`src/rtl/nic_pkg.sv`:
```
// Shared definitions for the NIC PE port: register addresses and packet field positions.
// Packet bits use big-endian numbering [0:63]; bit 0 is the vc bit.
package nic_pkg;

    localparam int NIC_DW = 64;

    typedef enum logic [1:0] {
        INPUT_BUFFER  = 2'b00,
        INPUT_STATUS  = 2'b01,
        OUTPUT_BUFFER = 2'b10,
        OUTPUT_STATUS = 2'b11
    } nic_addr_e;

    localparam int VC_IDX        = 0;
    localparam int DIR_IDX       = 1;
    localparam int HOP_FIRST     = 8;
    localparam int HOP_LAST      = 15;
    localparam int SRC_FIRST     = 16;
    localparam int SRC_LAST      = 31;
    localparam int PAYLOAD_FIRST = 32;
    localparam int PAYLOAD_LAST  = 63;

endpackage

```
`src/rtl/nic_pe_port_if.sv`:
```
// PE register bus plus router injection/ejection signals of one NIC port.
// master: the PE and router side; slave: the NIC.
interface nic_pe_port_if #(parameter int DW = 64);
    logic [0:1]    addr;
    logic [0:DW-1] d_in;
    logic [0:DW-1] d_out;
    logic          nicEn;
    logic          nicWrEn;
    logic          net_so;
    logic          net_ro;
    logic [0:DW-1] net_do;
    logic          net_polarity;
    logic          net_si;
    logic          net_ri;
    logic [0:DW-1] net_di;

    modport master (
        output addr, d_in, nicEn, nicWrEn, net_ro, net_polarity, net_si, net_di,
        input  d_out, net_so, net_do, net_ri
    );

    modport slave (
        input  addr, d_in, nicEn, nicWrEn, net_ro, net_polarity, net_si, net_di,
        output d_out, net_so, net_do, net_ri
    );
endinterface

```
`src/rtl/nic_slot.sv`:
```
// One-entry packet slot: a full flag and a data register.
// Clearing only drops the full flag; the data stays visible until the next load.
// A load in the same cycle as a clear wins, so a captured packet is never lost.
module nic_slot #(
    parameter int DW = 64
) (
    input  logic          clk,
    input  logic          reset,
    input  logic          load,
    input  logic          clr,
    input  logic [0:DW-1] din,
    output logic          full,
    output logic [0:DW-1] data
);
    logic          full_q, full_d;
    logic [0:DW-1] data_q, data_d;

    // Next slot contents from load/clear requests
    always_comb begin
        full_d = full_q;
        data_d = data_q;
        if (clr) begin
            full_d = 1'b0;
        end
        if (load) begin
            full_d = 1'b1;
            data_d = din;
        end
    end

    // Slot registers with synchronous reset
    always_ff @(posedge clk) begin
        if (reset) begin
            full_q <= 1'b0;
            data_q <= '0;
        end else begin
            full_q <= full_d;
            data_q <= data_d;
        end
    end

    assign full = full_q;
    assign data = data_q;
endmodule

```
`src/rtl/nic_pe_port.sv`:
```
// NIC PE-side register port with one-entry outbound and inbound slots.
// Injection is allowed only when the packet's vc bit matches the ring polarity.
// Optional macro NIC_DOUT_REG_EN: registers d_out (one cycle read latency).
module nic_pe_port
    import nic_pkg::*;
#(
    parameter int DW = 64
) (
    input logic           clk,
    input logic           reset,
    nic_pe_port_if.slave  bus
);
    logic          pe_rd, pe_wr;
    logic          ob_load, ob_clr, ob_full;
    logic [0:DW-1] ob_data;
    logic          ib_load, ib_clr, ib_full;
    logic [0:DW-1] ib_data;
    logic          net_so_c;
    logic [0:DW-1] rd_data;
    nic_addr_e     addr_e;

    // PE access decode and network handshake gating
    always_comb begin
        addr_e   = nic_addr_e'(bus.addr);
        pe_rd    = bus.nicEn & ~bus.nicWrEn;
        pe_wr    = bus.nicEn & bus.nicWrEn;
        // a write is judged against the full flag before the edge, so it
        // is dropped even when the slot drains at that same edge
        ob_load  = pe_wr & (addr_e == OUTPUT_BUFFER) & ~ob_full;
        net_so_c = ob_full & bus.net_ro & (ob_data[VC_IDX] == bus.net_polarity);
        ob_clr   = net_so_c;
        // capture is gated by net_ri, so a packet arriving during a 00 read
        // waits until the cycle after the slot drains
        ib_load  = bus.net_si & ~ib_full;
        ib_clr   = pe_rd & (addr_e == INPUT_BUFFER);
    end

    nic_slot #(.DW(DW)) u_ob_slot (
        .clk   (clk),
        .reset (reset),
        .load  (ob_load),
        .clr   (ob_clr),
        .din   (bus.d_in),
        .full  (ob_full),
        .data  (ob_data)
    );

    nic_slot #(.DW(DW)) u_ib_slot (
        .clk   (clk),
        .reset (reset),
        .load  (ib_load),
        .clr   (ib_clr),
        .din   (bus.net_di),
        .full  (ib_full),
        .data  (ib_data)
    );

    // PE read mux; status words carry the full flag in the last bit
    always_comb begin
        rd_data = '0;
        if (pe_rd) begin
            case (addr_e)
                INPUT_BUFFER:  rd_data = ib_data;
                INPUT_STATUS:  rd_data[DW-1] = ib_full;
                OUTPUT_BUFFER: rd_data = ob_data;
                OUTPUT_STATUS: rd_data[DW-1] = ob_full;
                default:       rd_data = '0;
            endcase
        end
    end

`ifdef NIC_DOUT_REG_EN
    logic [0:DW-1] dout_q, dout_d;

    // Registered read data: the value sampled before any clear at this edge
    always_comb begin
        dout_d = rd_data;
    end

    // Read data register
    always_ff @(posedge clk) begin
        if (reset) begin
            dout_q <= '0;
        end else begin
            dout_q <= dout_d;
        end
    end

    assign bus.d_out = dout_q;
`else
    assign bus.d_out = rd_data;
`endif

    assign bus.net_so = net_so_c;
    assign bus.net_do = ob_data;
    assign bus.net_ri = ~ib_full;
endmodule

```
`src/flat_wrapper.sv`:
```
// flat-port wrapper written by rule: the top's interface ports become plain ports
module nic_pe_port_flat import nic_pkg::*;
#(
    parameter int DW = 64
)
  (clk, reset, bus_addr, bus_d_in, bus_nicEn, bus_nicWrEn, bus_net_ro, bus_net_polarity, bus_net_si, bus_net_di, bus_d_out, bus_net_so, bus_net_do, bus_net_ri);
  nic_pe_port_if #(.DW(DW)) bus_i ();
  input logic clk;
  input logic reset;
  input wire logic [$bits(bus_i.addr)-1:0] bus_addr;
  input wire logic [$bits(bus_i.d_in)-1:0] bus_d_in;
  input wire logic [$bits(bus_i.nicEn)-1:0] bus_nicEn;
  input wire logic [$bits(bus_i.nicWrEn)-1:0] bus_nicWrEn;
  input wire logic [$bits(bus_i.net_ro)-1:0] bus_net_ro;
  input wire logic [$bits(bus_i.net_polarity)-1:0] bus_net_polarity;
  input wire logic [$bits(bus_i.net_si)-1:0] bus_net_si;
  input wire logic [$bits(bus_i.net_di)-1:0] bus_net_di;
  output wire logic [$bits(bus_i.d_out)-1:0] bus_d_out;
  output wire logic [$bits(bus_i.net_so)-1:0] bus_net_so;
  output wire logic [$bits(bus_i.net_do)-1:0] bus_net_do;
  output wire logic [$bits(bus_i.net_ri)-1:0] bus_net_ri;
  assign bus_i.addr = bus_addr;
  assign bus_i.d_in = bus_d_in;
  assign bus_i.nicEn = bus_nicEn;
  assign bus_i.nicWrEn = bus_nicWrEn;
  assign bus_i.net_ro = bus_net_ro;
  assign bus_i.net_polarity = bus_net_polarity;
  assign bus_i.net_si = bus_net_si;
  assign bus_i.net_di = bus_net_di;
  assign bus_d_out = bus_i.d_out;
  assign bus_net_so = bus_i.net_so;
  assign bus_net_do = bus_i.net_do;
  assign bus_net_ri = bus_i.net_ri;
  nic_pe_port #(.DW(DW)) u_core (.clk(clk), .reset(reset), .bus(bus_i));
endmodule
```
`config.mk`:
```
export PLATFORM = sky130hd
export DESIGN_NAME = nic_pe_port_flat
export DESIGN_NICKNAME = d
export VERILOG_FILES = /design/src/rtl/nic_pkg.sv /design/src/rtl/nic_pe_port_if.sv /design/src/rtl/nic_slot.sv /design/src/rtl/nic_pe_port.sv /design/src/flat_wrapper.sv
export SDC_FILE = /design/constraint.sdc
export NUM_CORES = 1
export LEC_CHECK = 0
export CAP_MARGIN = 20
export CORE_ASPECT_RATIO = 0.7
export CORE_MARGIN = 2
export CORE_UTILIZATION = 40
export DETAILED_ROUTE_END_ITERATION = 6
export PLACE_DENSITY = 0.78
export REMOVE_ABC_BUFFERS = 1
export SLEW_MARGIN = 20
export SYNTH_ARGS = -nofsm -noshare
export SYNTH_HDL_FRONTEND = slang
export SYNTH_SLANG_ARGS = --single-unit
```
`constraint.sdc`:
```
create_clock -name clk -period 2.1 [get_ports clk]
set_clock_uncertainty 0.05 [all_clocks]
set_input_delay 0.21 -clock clk [delete_from_list [all_inputs] [get_ports clk]]
set_output_delay 0.21 -clock clk [all_outputs]
set_load 0.01 [all_outputs]
```
==> flow_summary.ini, run 1 <==
[outcome]
outcome = complete, no violations

[clock_network]
cts.sinks = 130
ctsHoldBuffers = 0
cts_max_level = 4
numCtsBuffers = 17
root_buffer = clkbuf_16
clkLatencyLatePin_ns = 0.40
ctsLongestPathBuffers = 2
cts_tree = done
path_clk_slew_ns = 0.06

[setup_path]
start_kind = flip-flop
path_class = reg2out
worstSetupEndpointType = output pin
cp_max_fo = 4
setup.worst_path.start = u_core.u_ob_slot.data[0]
rr_startpoint = u_core.u_ob_slot.full
worstPathRequired_ns = 1.84
worstPathArrival_ns = 1.67

[logic_synthesis]
postSynthCellCount = 648
synth_largest_type_area_fraction_pct = 44.4
avgSynthCellArea_sq_um = 9.04
synth_seq_area_share_pct = 44.4
ys_ff_latch = 130
synth.distinct_cells = 24
syn-cell-area_sq_um = 5860
ys_top_cells_by_area = dfxtp_1, nand2b_1, mux2i_1, a22o_1, nand2_1
ys_warn_count = 0
yosys.area.top_type = dfxtp_1

[sta]
tightest_slew_ns = 0.386
min_period_ns = 1.93
hold_viol = 0
slew_headroom_pct = 74.2
period_share_pct = 92.0
slew_violations = 0
rsz0062_at_grt = no
timing.fmax_ghz = 0.518
holdWs_ns = 0.174
setup_viol = 0

[routing]
wl_per_cell_microns = 16.9
first_iter_violations = 205
viasPerCell = 5.02
vias = 5562
first_pass_iters = 5
drtAntennaViolNets = 0
drc_errors = 0
wl_microns = 18700

[power]
swShare_pct = 22.4
p_leak_uw = 0.00361
p_seq_share_pct = 41.3
powerDensity_nw_per_um2 = 690
p_clk_share_pct = 46.5
power.switching_uw = 1430
vdd_drop_max_mv = 0.560
intPower_uw = 4950
combPwrFrac_pct = 12.2

[floorplan]
die-area_sq_um = 15700
pin_count = 267
die_h_microns = 105
start_util_pct = 41.6
die_w_microns = 149
design.core.area_sq_um = 14100
fp-row-count = 36

[layout]
area_growth_pct = 57.7
final_common_cell = clkdlybuf4s50_1
drive_above_1_share_pct = 12.8
diodes = 0
final_nets = 1042
mostFrequentLayoutCells = clkdlybuf4s50_1, nand2_1, dfxtp_1
final_area_sq_um = 9250

[hold_path]
hp-class = in2reg
hold_start = reset

[grt]
antenna_found_initial = 0
grt_usage_pct = 23.4
grt_max_degree = 62
grt_pass1_wl_microns = 29000
grt_pass1_vias = 5423
grt-ovfl-total = 0

[flow_run]
drv_cap = 0

[placed_design]
dp_hpwl_microns = 12500
portBuffers = 266
place_congestion = 0.811
place_area_sq_um = 8710
[routing by layer]
metal  track usage, %  wire, microns  vias up
li1                 -              -     2703
met1             29.7           8170     2620
met2             38.2           8500      226
met3             8.31           1790       13
met4             5.65            200        0
met5                0              0        -
[repair_timing]
action | in CTS | in global routing
setup endpoints to repair | 64 | 44
gates cloned | 3 | 0
pin swaps | 2 | 1
setup buffers | 8 | 0
gates resized for setup | 166 | 46
[layout make-up]
cell class	instances	area, sq um
fillers	1207	4850
multi-input cells	463	2970
repair buffers	292	2840
flip-flops and latches	130	2600
clock buffers	21	460
well taps	190	238
clock inverters	10	134
inverters	1	3.75
[critical path: stages, from the launching register on]
cell and delay (ns):
dfxtp_1 0.41, xnor2_1 0.16, and3_1 0.17, clkdlybuf4s50_1 0.53
[kinds of logic after synthesis]
| logic type | Yosys count | synth area share, % |
|---|---|---|
| buffers and inverters | 55 | 5.57 |
| flip-flops | 130 | 44.4 |
| AO/OA/AOI/OAI | 130 | 15.3 |
| AND/OR/NAND/NOR | 267 | 23.2 |
| multiplexers | 65 | 11.4 |
| XOR/XNOR | 1 | 0.149 |
[path summary, 6_finish.rpt]
kind / cells past startpoint / end / slack [ns]
setup / recovery: 3 / bus_net_so / 0.17
hold / removal: 2 / u_core.u_ib_slot.data[9] / 0.17
setup reg to reg: 3 / u_core.u_ob_slot.data[47] / 0.72
hold reg to reg: 2 / u_core.u_ib_slot.data[33] / 0.40
[power by group through the flow]
stage                     Combinational (uW)  Sequential (uW)  Clock (uW)
final                                    780             2640        2970
after detailed placement                 759             2690           0
after global placement                   750             2690           0
after floorplan                          272             2680           0
after global routing                     845             2640        3130
after CTS                                783             2630        3020
[through the flow]
step                      TNS, ns  utilization (%)  setup WS [ns]  total power [uW]  instances
after floorplan           -208.92                -          -2.38              2950        594
after global placement     -13.37             61.8         -0.249              3440       1065
after detailed placement   -14.04             61.8         -0.245              3450       1065
after CTS                       0             66.1         0.0234              6440       1107
after global routing            0             65.6         0.0848              6620       1107
final                           0             65.6          0.168              6380       1107
[synth_stat cells]
cell type	n
a21boi_0	1
a211oi_1	1
buf_1	8
nor2_1	1
nor2_2	1
and3_1	1
buf_12	5
a21oi_1	64
mux2i_1	64
nor3_4	1
buf_4	1
xnor2_1	1
nand2_1	129
clkbuf_1	17
buf_6	1
nor2b_1	2
dfxtp_1	130
a22o_1	63
nand2b_1	131
mux4_1	1
inv_1	1
buf_2	22
nor3_2	1
o21ba_1	1
[flip-flops by register name, indices dropped and copies added, names as in the netlist]
register,flops
u_core.u_ib_slot.full,1
u_core.u_ob_slot.full,1
u_core.u_ob_slot.data,64
u_core.u_ib_slot.data,64
Note: power is estimated with default switching activity, not from simulation.
==> inputs of run 2 (changes only) <==
CORE_UTILIZATION = 45   (was 40)
PLACE_DENSITY = 0.86   (was 0.78)
==> run 2 against run 1 <==
  * Sequential power about the same
  * Setup slack got worse by 0.11 ns
  * Critical path depth up 3
  * Combinational power up 1%
  * Largest cell class is now non-clock buffers
  * Largest power group unchanged
  * Via count increased by 3.7%
  * Global-route usage grew 4.3 points
  * Power grew 6.6%
==> flow_summary.ini, run 2 (synthesized netlist as in run 1, its figures left out) <==
[outcome]
outcome = complete, no violations

[layout]
multi_input_area_sq_um = 2970
fillCellCount = 865
regArea_sq_um = 2600
mostFrequentLayoutCells = clkdlybuf4s50_1, dfxtp_1, nand2_1
drive_above_1_share_pct = 7.73
final_common_cell = clkdlybuf4s50_1
diodes = 0
area_growth_pct = 62.1
final_nets = 1043

[hold_path]
hp-class = in2reg
hold_start = reset

[routing]
drtAntennaViolNets = 0
drc_errors = 0
wl_microns = 19800
viasPerCell = 5.34
wl_per_cell_microns = 18.3
first_iter_violations = 382
vias = 5769
first_pass_iters = 5

[floorplan]
start_util_pct = 46.7
die_w_microns = 140
pin_count = 267
die_h_microns = 99.5
die-area_sq_um = 14000
design.core.area_sq_um = 12500
fp-row-count = 34

[setup_path]
cpMaxStageDelayCell = clkdlybuf4s50_1
crit_end = bus_d_out[5]
crit_chain = dlygate4sd2_1 > nand2b_4 > nor2_4 > buf_12 > a22o_1 > clkdlybuf4s50_1
r2r_slack_ns = 0.66
start_kind = primary input
rr_startpoint = u_core.u_ib_slot.full
slowest_delay_ns = 0.53
path_class = in2out
worstPathRequired_ns = 1.84
reg2regPathDepth = 5
worstPathArrival_ns = 1.78
worst_r2r_endpoint = u_core.u_ib_slot.data[16]
cp_max_fo = 30
worstSetupEndpointType = output pin
setup.worst_path.start = bus_addr[0]

[grt]
grt_pass1_wl_microns = 30400
antenna_found_initial = 0
grt_usage_pct = 27.7
grt-ovfl-total = 0
grt_pass1_vias = 5787
grt_max_degree = 66

[power]
p_leak_uw = 0.00389
finalPower_uw = 6810
vdd_drop_max_mv = 0.559
powerDensity_nw_per_um2 = 716

[clock_network]
path_clk_slew_ns = 0.06
clkLatencyLatePin_ns = 0.40
cts.sinks = 130
cts_tree = done
root_buffer = clkbuf_16
ctsLongestPathBuffers = 2
numCtsBuffers = 17
cts_max_level = 4

[placed_design]
dp_hpwl_microns = 13500
portBuffers = 266
place_congestion = 0.843

[sta]
slew_violations = 0
min_period_ns = 2.04
setup_viol = 0
rsz0062_at_grt = no
timing.fmax_ghz = 0.490
tightest_slew_ns = 0.419
slew_headroom_pct = 72.1
period_share_pct = 97.2
holdWs_ns = 0.177
hold_viol = 0

[flow_run]
drv_cap = 0
==> run 2: cell type report <==
cell class / instances / area share, %
Clock inverter: 13 / 2.44
Inverter: 1 / 0.0395
Sequential cell: 130 / 27.4
Tap cell: 162 / 2.13
Clock buffer: 19 / 4.66
Multi-Input combinational cell: 463 / 31.2
Timing Repair Buffer: 293 / 32.1
==> run 2: metal layers <==
metal  routed length [microns]  global-route usage, %  up-vias
met5                         0                      0        -
met4                       452                   10.0        0
met3                      1980                   9.73       34
met2                      9400                   46.3      312
met1                      7980                   33.4     2720
li1                          -                      -     2703
==> run 2: what timing repair did <==
action / in CTS / in global routing
gates resized for setup: 70 / 14
cloned: 3 / 0
hold buffers: 0 / 0
buffers inserted: 6 / 0
setup endpoints to repair: 64 / 25
pin swaps: 3 / 1
==> run 2: worst min-delay path by stage <==
| stage | cells after the start | slack (ns) | to |
|---|---|---|---|
| after global placement | 2 | 0.39 | u_core.u_ib_slot.data[13] |
| after CTS | 2 | 0.17 | u_core.u_ib_slot.data[7] |
| after global routing | 2 | 0.18 | u_core.u_ib_slot.data[10] |
| final | 2 | 0.18 | u_core.u_ib_slot.data[10] |
| after detailed placement | 2 | 0.40 | u_core.u_ib_slot.data[26] |
| after floorplan | 1 | 0.23 | u_core.u_ib_slot.data[0] |
==> run 2: worst max-delay path: cells and delay by family <==
family,cells,cell delay [ns]
buf+inv,3,1.04
compound gates,1,0.15
simple gates,2,0.36
==> run 2: per-stage QoR <==
step	instances	instance area [sq um]	TNS [ns]	util (%)	setup slack [ns]
global route	1081	9500	0	75.7	0.0288
CTS	1081	9470	0	75.5	0.0386
finish	1081	9500	0	75.7	0.0578
global placement	1041	8710	-13.40	69.4	-0.234
detailed placement	1041	8710	-14.74	69.4	-0.272
floorplan	594	5540	-208.92	-	-2.38
==> run 2: power by group <==
part | internal, uW | switching [uW]
sequential | 2570 | 69.8
combinational | 464 | 326
clock | 2260 | 1120
==> inputs of run 3 (changes only) <==
DONT_BUFFER_PORTS = 1   (was default)
PLACE_DENSITY = default   (was 0.86)
==> run 3 against run 2 <==
  * Clock power decreased by 12%
  * Non-clock buffer count decreased by 150
  * Sequential share of layout area increased by 5.8 points
  * Register-to-register slack got worse by 0.48 ns
  * Routed wire length decreased by 15%
  * Clock-buffer cell count decreased by 2
  * Sequential power about the same
  * Combinational power decreased by 25%
  * First-iteration DRC count decreased by 35%
  * Die area unchanged
  * Largest power group unchanged
  * Highest routed layer unchanged
==> flow_summary.ini, run 3 (synthesized netlist as in run 1, its figures left out) <==
[routing]
first_iter_violations = 249
wl_per_cell_microns = 18.2
vias = 5070
viasPerCell = 5.45
wl_microns = 16900
first_pass_iters = 5
drc_errors = 0
drtAntennaViolNets = 0

[sta]
tns_ns = 0
slew_violations = 0
hold_viol = 0
timing.fmax_ghz = 0.520
period_share_pct = 91.5
tightest_slew_ns = 0.494
min_period_ns = 1.92
setup_viol = 0
holdWs_ns = 0.145
slew_headroom_pct = 67.1
rsz0062_at_grt = no

[clock_network]
ctsLongestPathBuffers = 2
clkLatencyLatePin_ns = 0.41
numCtsBuffers = 17
cts_max_level = 4
path_clk_slew_ns = 0.06
cts.sinks = 130
root_buffer = clkbuf_16
cts_tree = done

[setup_path]
cpMaxStageDelayCell = dlygate4sd3_1
path_buf_inv = 2
worstSetupEndpointType = flip-flop
crit_chain = nand2b_2 > buf_4 > nand2_1 > a21oi_1 > dlygate4sd3_1
worstPathArrival_ns = 2.22
cp_max_fo = 26
cp_top_family = buffers and inverters
start_kind = flip-flop
slowest_delay_ns = 0.57
path_class = reg2reg
worstPathRequired_ns = 2.40

[layout]
drive_above_1_share_pct = 6.50
mostFrequentLayoutCells = nand2b_1, dlygate4sd3_1, dfxtp_1
instances_no_fill = 931
diodes = 0
area_growth_pct = 33.6
fillCellCount = 1028
final_nets = 893

[grt]
grt_max_degree = 149
antenna_found_initial = 0
grt_pass1_wl_microns = 26500
grt_usage_pct = 23.9
grt-ovfl-total = 0
grt_pass1_vias = 5226

[floorplan]
die_h_microns = 99.5
die_w_microns = 140
die-area_sq_um = 14000
design.core.area_sq_um = 12500
fp-row-count = 34
pin_count = 267
start_util_pct = 46.7

[power]
vdd_drop_max_mv = 0.578
powerDensity_nw_per_um2 = 795
p_leak_uw = 0.00298

[placed_design]
dp_cells = 766
place_congestion = 0.842
portBuffers = 0
dp_hpwl_microns = 10100

[hold_path]
hp-class = in2reg

[outcome]
outcome = complete, no violations

[flow_run]
drv_cap = 0
run 3: cell types whose count changed in the layout (fill, tap and decap cells not counted), moves of 3 or more:
cell             previous run  this run
dlygate4sd3_1               0       130
clkdlybuf4s15_1             3         0
bufinv_16                   6         2
clkdlybuf4s50_1           201         0
dlymetal6s2s_1             11         0
dlygate4sd2_1              45         0
inv_6                       1         6
bufbuf_16                   3         0
buf_4                      12         7
buf_12                     12         4
buf_2                       3         0
run 3: cell type report:
| class | instances | area (sq um) | area share (%) |
|---|---|---|---|
| clock buffer | 17 | 425 | 5.43 |
| clock inverter | 15 | 171 | 2.19 |
| inverter | 1 | 3.75 | 0.0479 |
| multi-input combinational | 463 | 2950 | 37.7 |
| sequential | 130 | 2600 | 33.2 |
| tap | 162 | 203 | 2.59 |
| timing repair buffer | 143 | 1470 | 18.8 |
run 3: metal layers:
metal	share of wire, %	vias to the layer above	global-route usage (%)	wire length (microns)
met3	8.1	16	8.52	1370
li1	-	2404	-	-
met4	1.4	0	7.93	235
met5	0	-	0	0
met1	42	2436	27.6	7070
met2	49	214	41.5	8230
run 3: per-stage QoR:
step / instance area (sq um) / power (uW) / setup slack, ns / util [%]
4_1_cts: 7810 / 6260 / 0.0788 / 62.3
3_3_place_gp: 5890 / 3040 / 0.612 / 46.9
3_5_place_dp: 5890 / 3050 / 0.550 / 46.9
6_report: 7830 / 6220 / 0.178 / 62.4
5_1_grt: 7830 / 6480 / 0.0365 / 62.4
2_1_floorplan: 5540 / 2950 / -2.38 / -
run 3: worst reg2reg max path: cells and delay by family, from the launching register on:
family	cells	cell delay (ns)
compound gates	1	0.16
buf+inv	2	0.86
flops	1	0.49
simple gates	2	0.31
run 3: worst paths after layout:
check | start | end | slack (ns) | depth (start not counted)
setup / recovery | u_core.u_ib_slot.full | u_core.u_ib_slot.data[8] | 0.18 | 5
hold / removal | bus_net_polarity | u_core.u_ob_slot.full | 0.14 | 3
setup reg to reg | u_core.u_ib_slot.full | u_core.u_ib_slot.data[8] | 0.18 | 5
hold reg to reg | u_core.u_ib_slot.data[12] | u_core.u_ib_slot.data[12] | 0.41 | 2
run 3: timing repair:
item / 4_1_cts / 5_1_grt
setup endpoints to repair: 0 / 15
setup buffers: 0 / 2
hold endpoints to repair: 130 / 0
gates resized for setup: 0 / 1
hold buffers: 131 / 0
run 3: where the power goes:
part | switching [uW] | internal (uW)
logic | 263 | 332
registers | 86.8 | 2570
clock network | 1190 | 1780
